`src/rtl/ttlock_key_loader_pkg.sv`:
```
// ttlock_key_loader_pkg: shared state encoding and default widths for the key loader.
package ttlock_key_loader_pkg;
   localparam int KEY_W_DEF = 32;
   localparam int CNT_W_DEF = 6;
   typedef enum logic [2:0] {IDLE, SHIFT, CHECK, ARMED, ERROR} state_e;
endpackage

```
`src/rtl/ttlock_key_loader_key_shadow_reg.sv`:
```
// key_shadow_reg: serial-to-parallel shadow register with bit counter and running even parity.
module key_shadow_reg #(
   parameter int KEY_W = 32,
   parameter int CNT_W = 6
) (
   input  logic             clk,
   input  logic             rst_n,
   input  logic             clr_i,
   input  logic             xfer_i,
   input  logic             bit_i,
   output logic [KEY_W-1:0] shadow_o,
   output logic [CNT_W-1:0] cnt_o,
   output logic             last_o,
   output logic             par_ok_o
);
   logic [KEY_W-1:0] shadow_q, shadow_d, we;
   logic [CNT_W-1:0] cnt_q, cnt_d;
   logic             par_q, par_d;
   assign last_o = cnt_q == CNT_W'(KEY_W);
   // one-hot write enable; the parity transfer (cnt==KEY_W) matches no slot
   for (genvar i = 0; i < KEY_W; i++) begin : g_we
      assign we[i] = xfer_i && cnt_q == CNT_W'(i);
   end
   always_comb begin
      shadow_d = clr_i ? '0 : (shadow_q & ~we) | (we & {KEY_W{bit_i}});
      cnt_d    = clr_i ? '0 : (xfer_i && !last_o) ? cnt_q + 1'b1 : cnt_q;
      par_d    = clr_i ? 1'b0 : xfer_i ? par_q ^ bit_i : par_q;
   end
   always_ff @(posedge clk or negedge rst_n) begin
      if (!rst_n) begin
         shadow_q <= '0;
         cnt_q    <= '0;
         par_q    <= 1'b0;
      end else begin
         shadow_q <= shadow_d;
         cnt_q    <= cnt_d;
         par_q    <= par_d;
      end
   end
   assign shadow_o = shadow_q;
   assign cnt_o    = cnt_q;
   assign par_ok_o = !par_q;
endmodule

```
`src/rtl/ttlock_key_loader.sv`:
```
// ttlock_key_loader: loads a serial parity-checked key and drives it to a locked netlist's key inputs.
module ttlock_key_loader
   import ttlock_key_loader_pkg::*;
#(
   parameter int KEY_W = KEY_W_DEF,
   parameter int CNT_W = CNT_W_DEF
) (
   input  logic             clk,
   input  logic             rst_n,
   input  logic             load_start,
   input  logic             bit_valid,
   input  logic             bit_in,
   output logic             bit_ready,
   output logic [KEY_W-1:0] key_out,
   output logic             key_valid,
   output logic             key_err,
   output logic             busy
);
   state_e           state_q, state_d;
   logic [KEY_W-1:0] key_q, key_d, shadow;
   logic [CNT_W-1:0] cnt;
   logic             xfer, clr, last, par_ok;
   // an abort takes priority over a bit offered in the same cycle
   assign xfer = state_q == SHIFT && bit_valid && !load_start;
   assign clr  = state_d == SHIFT && state_q != SHIFT;
   key_shadow_reg #(.KEY_W(KEY_W), .CNT_W(CNT_W)) u_shadow (
      .clk      (clk),
      .rst_n    (rst_n),
      .clr_i    (clr),
      .xfer_i   (xfer),
      .bit_i    (bit_in),
      .shadow_o (shadow),
      .cnt_o    (cnt),
      .last_o   (last),
      .par_ok_o (par_ok)
   );
   always_comb begin
      state_d = state_q;
      case (state_q)
         IDLE, ARMED, ERROR: state_d = load_start ? SHIFT : state_q;
         SHIFT:              state_d = load_start ? ERROR : (xfer && last) ? CHECK : SHIFT;
         CHECK:              state_d = load_start ? ERROR : par_ok ? ARMED : ERROR;
         default:            state_d = IDLE;
      endcase
      key_d = state_d != ARMED ? '0 : state_q == CHECK ? shadow : key_q;
   end
   always_ff @(posedge clk or negedge rst_n) begin
      if (!rst_n) begin
         state_q <= IDLE;
         key_q   <= '0;
      end else begin
         state_q <= state_d;
         key_q   <= key_d;
      end
   end
   assign bit_ready = state_q == SHIFT;
   assign busy      = state_q == SHIFT || state_q == CHECK;
   assign key_valid = state_q == ARMED;
   assign key_err   = state_q == ERROR;
   assign key_out   = key_q;
endmodule

```
`config.mk`:
```
export PLATFORM = sky130hd
export DESIGN_NAME = ttlock_key_loader
export DESIGN_NICKNAME = d
export VERILOG_FILES = /design/src/rtl/ttlock_key_loader_pkg.sv /design/src/rtl/ttlock_key_loader_key_shadow_reg.sv /design/src/rtl/ttlock_key_loader.sv
export SDC_FILE = /design/constraint.sdc
export NUM_CORES = 1
export LEC_CHECK = 0
export BUFFER_PORTS_ARGS = -buffer_cell sky130_fd_sc_hd__buf_2
export CAP_MARGIN = 20
export CORE_AREA = 2 2 93 95
export DETAILED_ROUTE_END_ITERATION = 10
export DIE_AREA = 0 0 95 97
export GPL_TIMING_DRIVEN = 0
export RECOVER_POWER = 25
export SYNTH_ARGS = -nofsm -noshare
export SYNTH_HDL_FRONTEND = slang
export SYNTH_HIERARCHICAL = 1
export SYNTH_SLANG_ARGS = --single-unit
```
`constraint.sdc`:
```
create_clock -name clk -period 2.2 [get_ports clk]
set_clock_uncertainty 0.2 [all_clocks]
set_input_delay 0.55 -clock clk [delete_from_list [all_inputs] [get_ports clk]]
set_output_delay 0.55 -clock clk [all_outputs]
set_load 0.02 [all_outputs]
```
Word-level counts from Yosys, hierarchy flattened
Cells that the tools add are included.
Word-level totals
  bits in registers: 74
Operators by class
  add/subtract/negate cells: 1
  equal/unequal tests: 39
  muxes and demuxes: 13
  bitwise logic cells: 5
  reduce and logical (&&, ||, !) cells: 46
Operators with widths (count)
  $eq 6x5->1 const B: 16
  $mux 32: 3
  $and 32x32->32: 2
  $eq 6x4->1 const B: 8
  $logic_and 1x1->1: 37
  $not 32->32: 1
  $or 32x32->32: 1
  $eq 6x3->1 const B: 4
  $eq 6x2->1 const B: 2
  $mux 3: 4
  $mux 6: 2
  $pmux 3 s3: 1
  $add 6x1->6 const B: 1
  $eq 3x1->1 const B: 2
  $eq 3x2->1 const B: 2
  $eq 6x1->1 const B: 1
  $eq 6x6->1 const B: 1
  $logic_not 6->1: 1
  $reduce_bool 2->1: 3
  $eq 3x3->1 const B: 1
  $logic_not 3->1: 1
  $ne 3x1->1 const B: 1
  $ne 3x2->1 const B: 1
  $reduce_or 3->1: 1
  5 further kinds: 7

Logic depth before layout (Yosys ltp)
  word-level depth: 10
  mapped depth: 8

Modules after synthesis
Netlist, hierarchy kept.
By module, submodules not included
  key_shadow_reg: times used 1, cells an instance 203, area an instance 2082.0 um^2
  ttlock_key_loader: times used 1, cells an instance 169, area an instance 1512.7 um^2

Worst setup path after synthesis
Ideal clock, no wire load.
  path kind: reg2reg
  from: register state_q[0]
  to: register u_shadow.cnt_q[1], in the netlist u_shadow/cnt_o[1]
  library setup time: 0.090 ns
  data arrival time: 1.719 ns
  path slack: 0.191 ns
  stages on the path, launching flop included: 7
  buffers on the path: 0
  cells stage by stage: dfrtp_1 nor2b_1 and2_1 o21a_1 or2b_2 or3_1 o2111ai_1
RTL lines
  from (decl): RTL line ttlock_key_loader.sv:19  | state_e state_q, state_d;
  from (signal assigned): RTL line ttlock_key_loader.sv:52  | state_q <= state_d;
  $eq 3x2->1 (*)
  net key_valid: RTL line ttlock_key_loader.sv:15  | output logic key_valid,
  $reduce_or 3->1 (*): RTL line ttlock_key_loader.sv:39  | case (state_q)
  $pmux 3 s3 (*): RTL line ttlock_key_loader.sv:39
  $eq 3x1->1 (*): RTL line ttlock_key_loader.sv:25  | assign clr = state_d == SHIFT && state_q != SHIFT;
  $logic_and 1x1->1 (*): RTL line ttlock_key_loader.sv:25
  net clr: RTL line ttlock_key_loader.sv:22  | logic xfer, clr, last, par_ok;
  $mux 6 or $reduce_bool 2->1 (tied branches)
  to (signal assigned): RTL line ttlock_key_loader_key_shadow_reg.sv:36  | cnt_q <= cnt_d;
  to (decl): RTL line ttlock_key_loader_key_shadow_reg.sv:17  | logic [CNT_W-1:0] cnt_q, cnt_d;
The timed path passes the listed nets; every way through them passes the cells marked *.
A chain may end at the register's enable or synchronous reset.

Worst setup path in the final report
  from: register state_q[0]
  to: output port busy
On the way
  word-level cells in the longest chain between the ends: 2
Ends and longest elaborated chain
  $eq 3x1->1 or $eq 3x2->1 (tied branches): RTL line ttlock_key_loader.sv:57  | assign busy = state_q == SHIFT || state_q == CHECK;
  $logic_or 1x1->1 (*): RTL line ttlock_key_loader.sv:57
  to (decl): RTL line ttlock_key_loader.sv:17  | output logic busy
Every way passes the cells marked *; elsewhere a longest branch is shown, timed or not.

==> impl_metrics.ini <==
[placement]
dp_hpwl_um = 5370
io_buffer_count = 39
postPlaceCellArea_um2 = 3950
place_congestion = 0.791

[power]
peakVddDrop_mv = 0.282
leakagePower_nw = 2.09
p_per_area_nw_per_um2 = 650

[global_route]
track_usage_pct = 18.4
first_global_vias = 2685
grtUsageMet2_pct = 28.4
overflow = 0
grtUsageMet3_pct = 3.27
antenna_found_initial = 0
grt_start_max_net_pins = 57
grt_use_met1_pct = 25.8
grt_pass1_wl_um = 13200
grt.busiest_layer = met2

[die]
num_rows = 33
ios = 41
die_w_um = 95
die-area_um2 = 9220
coreArea_um2 = 8130
start_util_pct = 44.2
die_y_um = 97

[sta]
tightest_slew_ns = 0.760
hold_violations = 0
fin_tns_setup_ns = 0
whs_ns = 0.273
slew_headroom_pct = 49.3
fin_crit_sh_pct = 99.6
period_needed_ns = 2.19
drv_slew = 0
fmax_mhz = 456
rsz0062_at_grt = true
setup_violations = 0

[setup_path]
cp-end-kind = primary output
path_max_fanout = 3
critPathLaunchType = flip-flop
critPathArrivalTime_ns = 1.44
critical_path_required_ns = 1.45
path_class = reg -> out

[clock_tree]
cts_tree = done
cts-root-buf = clkbuf_8
h-tree-depth = 3
cts_num_sinks = 74
clk_pin_slew_worst_paths_ns = 0.07
clk_path_buf_depth = 2
cts_buffers = 9
clk_latency_ns = 0.34

[synth]
synthesis.nets = 381
yosys-top-cells-area = dfrtp_1, nand2_1, mux2i_1
synthArstFlopShare_pct = 100
yosys.area.top_type = dfrtp_1
ys.flop_type = dfrtp_1
yosysTopAreaCellShare_pct = 51.5
synth_area_per_cell_um2 = 9.66
yosysWarningCount = 6
synthesis.area_um2 = 3590
ys_seq_elements = 74
synthCells = 372
yosysSeqAreaShare_pct = 51.5
synth_edf_count = 0
netlist-cell-type-count = 38

[cells_and_area]
utilization_pct = 52.1
syn2layout_area_growth_pct = 18.0
drive_gt1_share_pct = 24.2
layout.nets = 439
antennaDiodeCount = 0
design_area_um2 = 4240

[flow_run]
max-cap-violations = 0

[drt]
wl_per_cell_um = 14.9
drc = 0
routed_via_density = 5.03
drt_wl_total_um = 8010
final_antenna_net_count = 0
drtIter0Drc = 107
drtPass1Iterations = 4
routed-via-count = 2713

[worst_hold_path]
holdCritPathClass = in -> reg

[outcome]
status = finished, final reports clean
==> per-layer routing <==
metal | share of wire (%) | up-vias
met1 | 49 | 1316
met2 | 46 | 53
met3 | 3.8 | 6
met5 | 0 | -
li1 | - | 1338
met4 | 0.92 | 0
==> report_power, final <==
| group | leakage, nW | internal (W) | switching, W |
|---|---|---|---|
| clock network | 0.0941 | 0.000544 | 0.000503 |
| logic | 0.969 | 0.000124 | 0.000190 |
| registers | 1.03 | 0.00138 | 0.0000178 |
| total | 2.09 | 0.00205 | 0.000711 |
==> synthesized netlist by cell type, types with 2 or more instances <==
master     number
dfrtp_1        74
nor3b_1         3
buf_4           3
mux2i_1        32
nand4_1         2
nand4b_1        2
buf_2          12
xor2_1          2
nor2_1          7
clkbuf_1        9
or2b_2          2
buf_6           4
a21oi_1        36
o2111ai_1       3
and2b_2         2
nand2_1       104
inv_1           6
and4b_1         4
o21ai_0         3
and4bb_2        4
nand3_1         2
nand2b_1       35
ha_1            4
or3_1           3
==> sequential cells by signal, indices dropped and copies added, names as in the netlist <==
name	count
u_shadow/cnt_o	6
u_shadow/shadow_o	32
u_shadow/par_q	1
state_q	3
key_out	32
==> placed cells by master (no fill, tap or decap), types with 3 or more instances in the layout <==
cell type / n
a21oi_1: 35
o2111ai_1: 3
dfrtp_1: 72
and4bb_2: 4
buf_4: 11
ha_1: 4
clkbuf_8: 10
buf_6: 6
mux2i_1: 32
nand2b_1: 34
and4b_1: 3
nand2_1: 103
buf_2: 50
clkbuf_1: 5
o21ai_0: 3
nor2_1: 7
inv_1: 6
==> path summary, 6_finish.rpt <==
check,slack [ns],end,depth (start not counted),from
setup / recovery,0.009,busy,4,state_q[0]
hold / removal,0.27,state_q[1],3,bit_valid
setup reg to reg,0.07,u_shadow/cnt_o[1],7,state_q[0]
hold reg to reg,0.32,key_out[26],2,key_out[26]
max in group asynchronous,0.31,u_shadow/shadow_o[4],3,rst_n
min in group asynchronous,0.42,u_shadow/cnt_o[5],2,rst_n
==> metrics by stage <==
step           total power (W)  setup slack (ns)  std cells
2_1_floorplan          0.00159             0.191        372
3_3_place_gp           0.00168            -0.144        516
3_5_place_dp           0.00169           -0.0876        517
4_1_cts                0.00277           -0.0488        535
5_1_grt                0.00288           -0.0327        539
6_report               0.00276           0.00859        539
==> timing repair <==
action	CTS	global route
gates cloned	0	1
hold endpoints to repair	18	0
setup endpoints to repair	31	41
pin swaps	1	2
setup buffers	3	4
resized for setup	12	15
hold buffers	1	0
==> cell type report <==
type,instances,area [um^2]
clock inverter,5,55.1
timing repair buffer,49,279
sequential,74,1850
clock buffer,10,138
fill,765,3890
buffer,26,163
multi-input combinational,264,1600
tap,105,131
inverter,6,22.5
==> critical path, stage by stage (launching register included) <==
cell     delay [ns]
dfrtp_2        0.43
or3b_1         0.36
buf_6          0.13
nand2_2        0.07
buf_6          0.11
==> cells by family after synthesis <==
| kind of cell | Yosys count | share of synthesized area [%] |
|---|---|---|
| compound gates | 46 | 6.89 |
| xor+xnor | 3 | 0.731 |
| fa+ha+maj | 4 | 1.39 |
| buf+inv | 34 | 5.12 |
| flops | 74 | 51.5 |
| mux | 32 | 8.91 |
| simple gates | 179 | 25.4 |
Power figures use the tool's default switching activity.
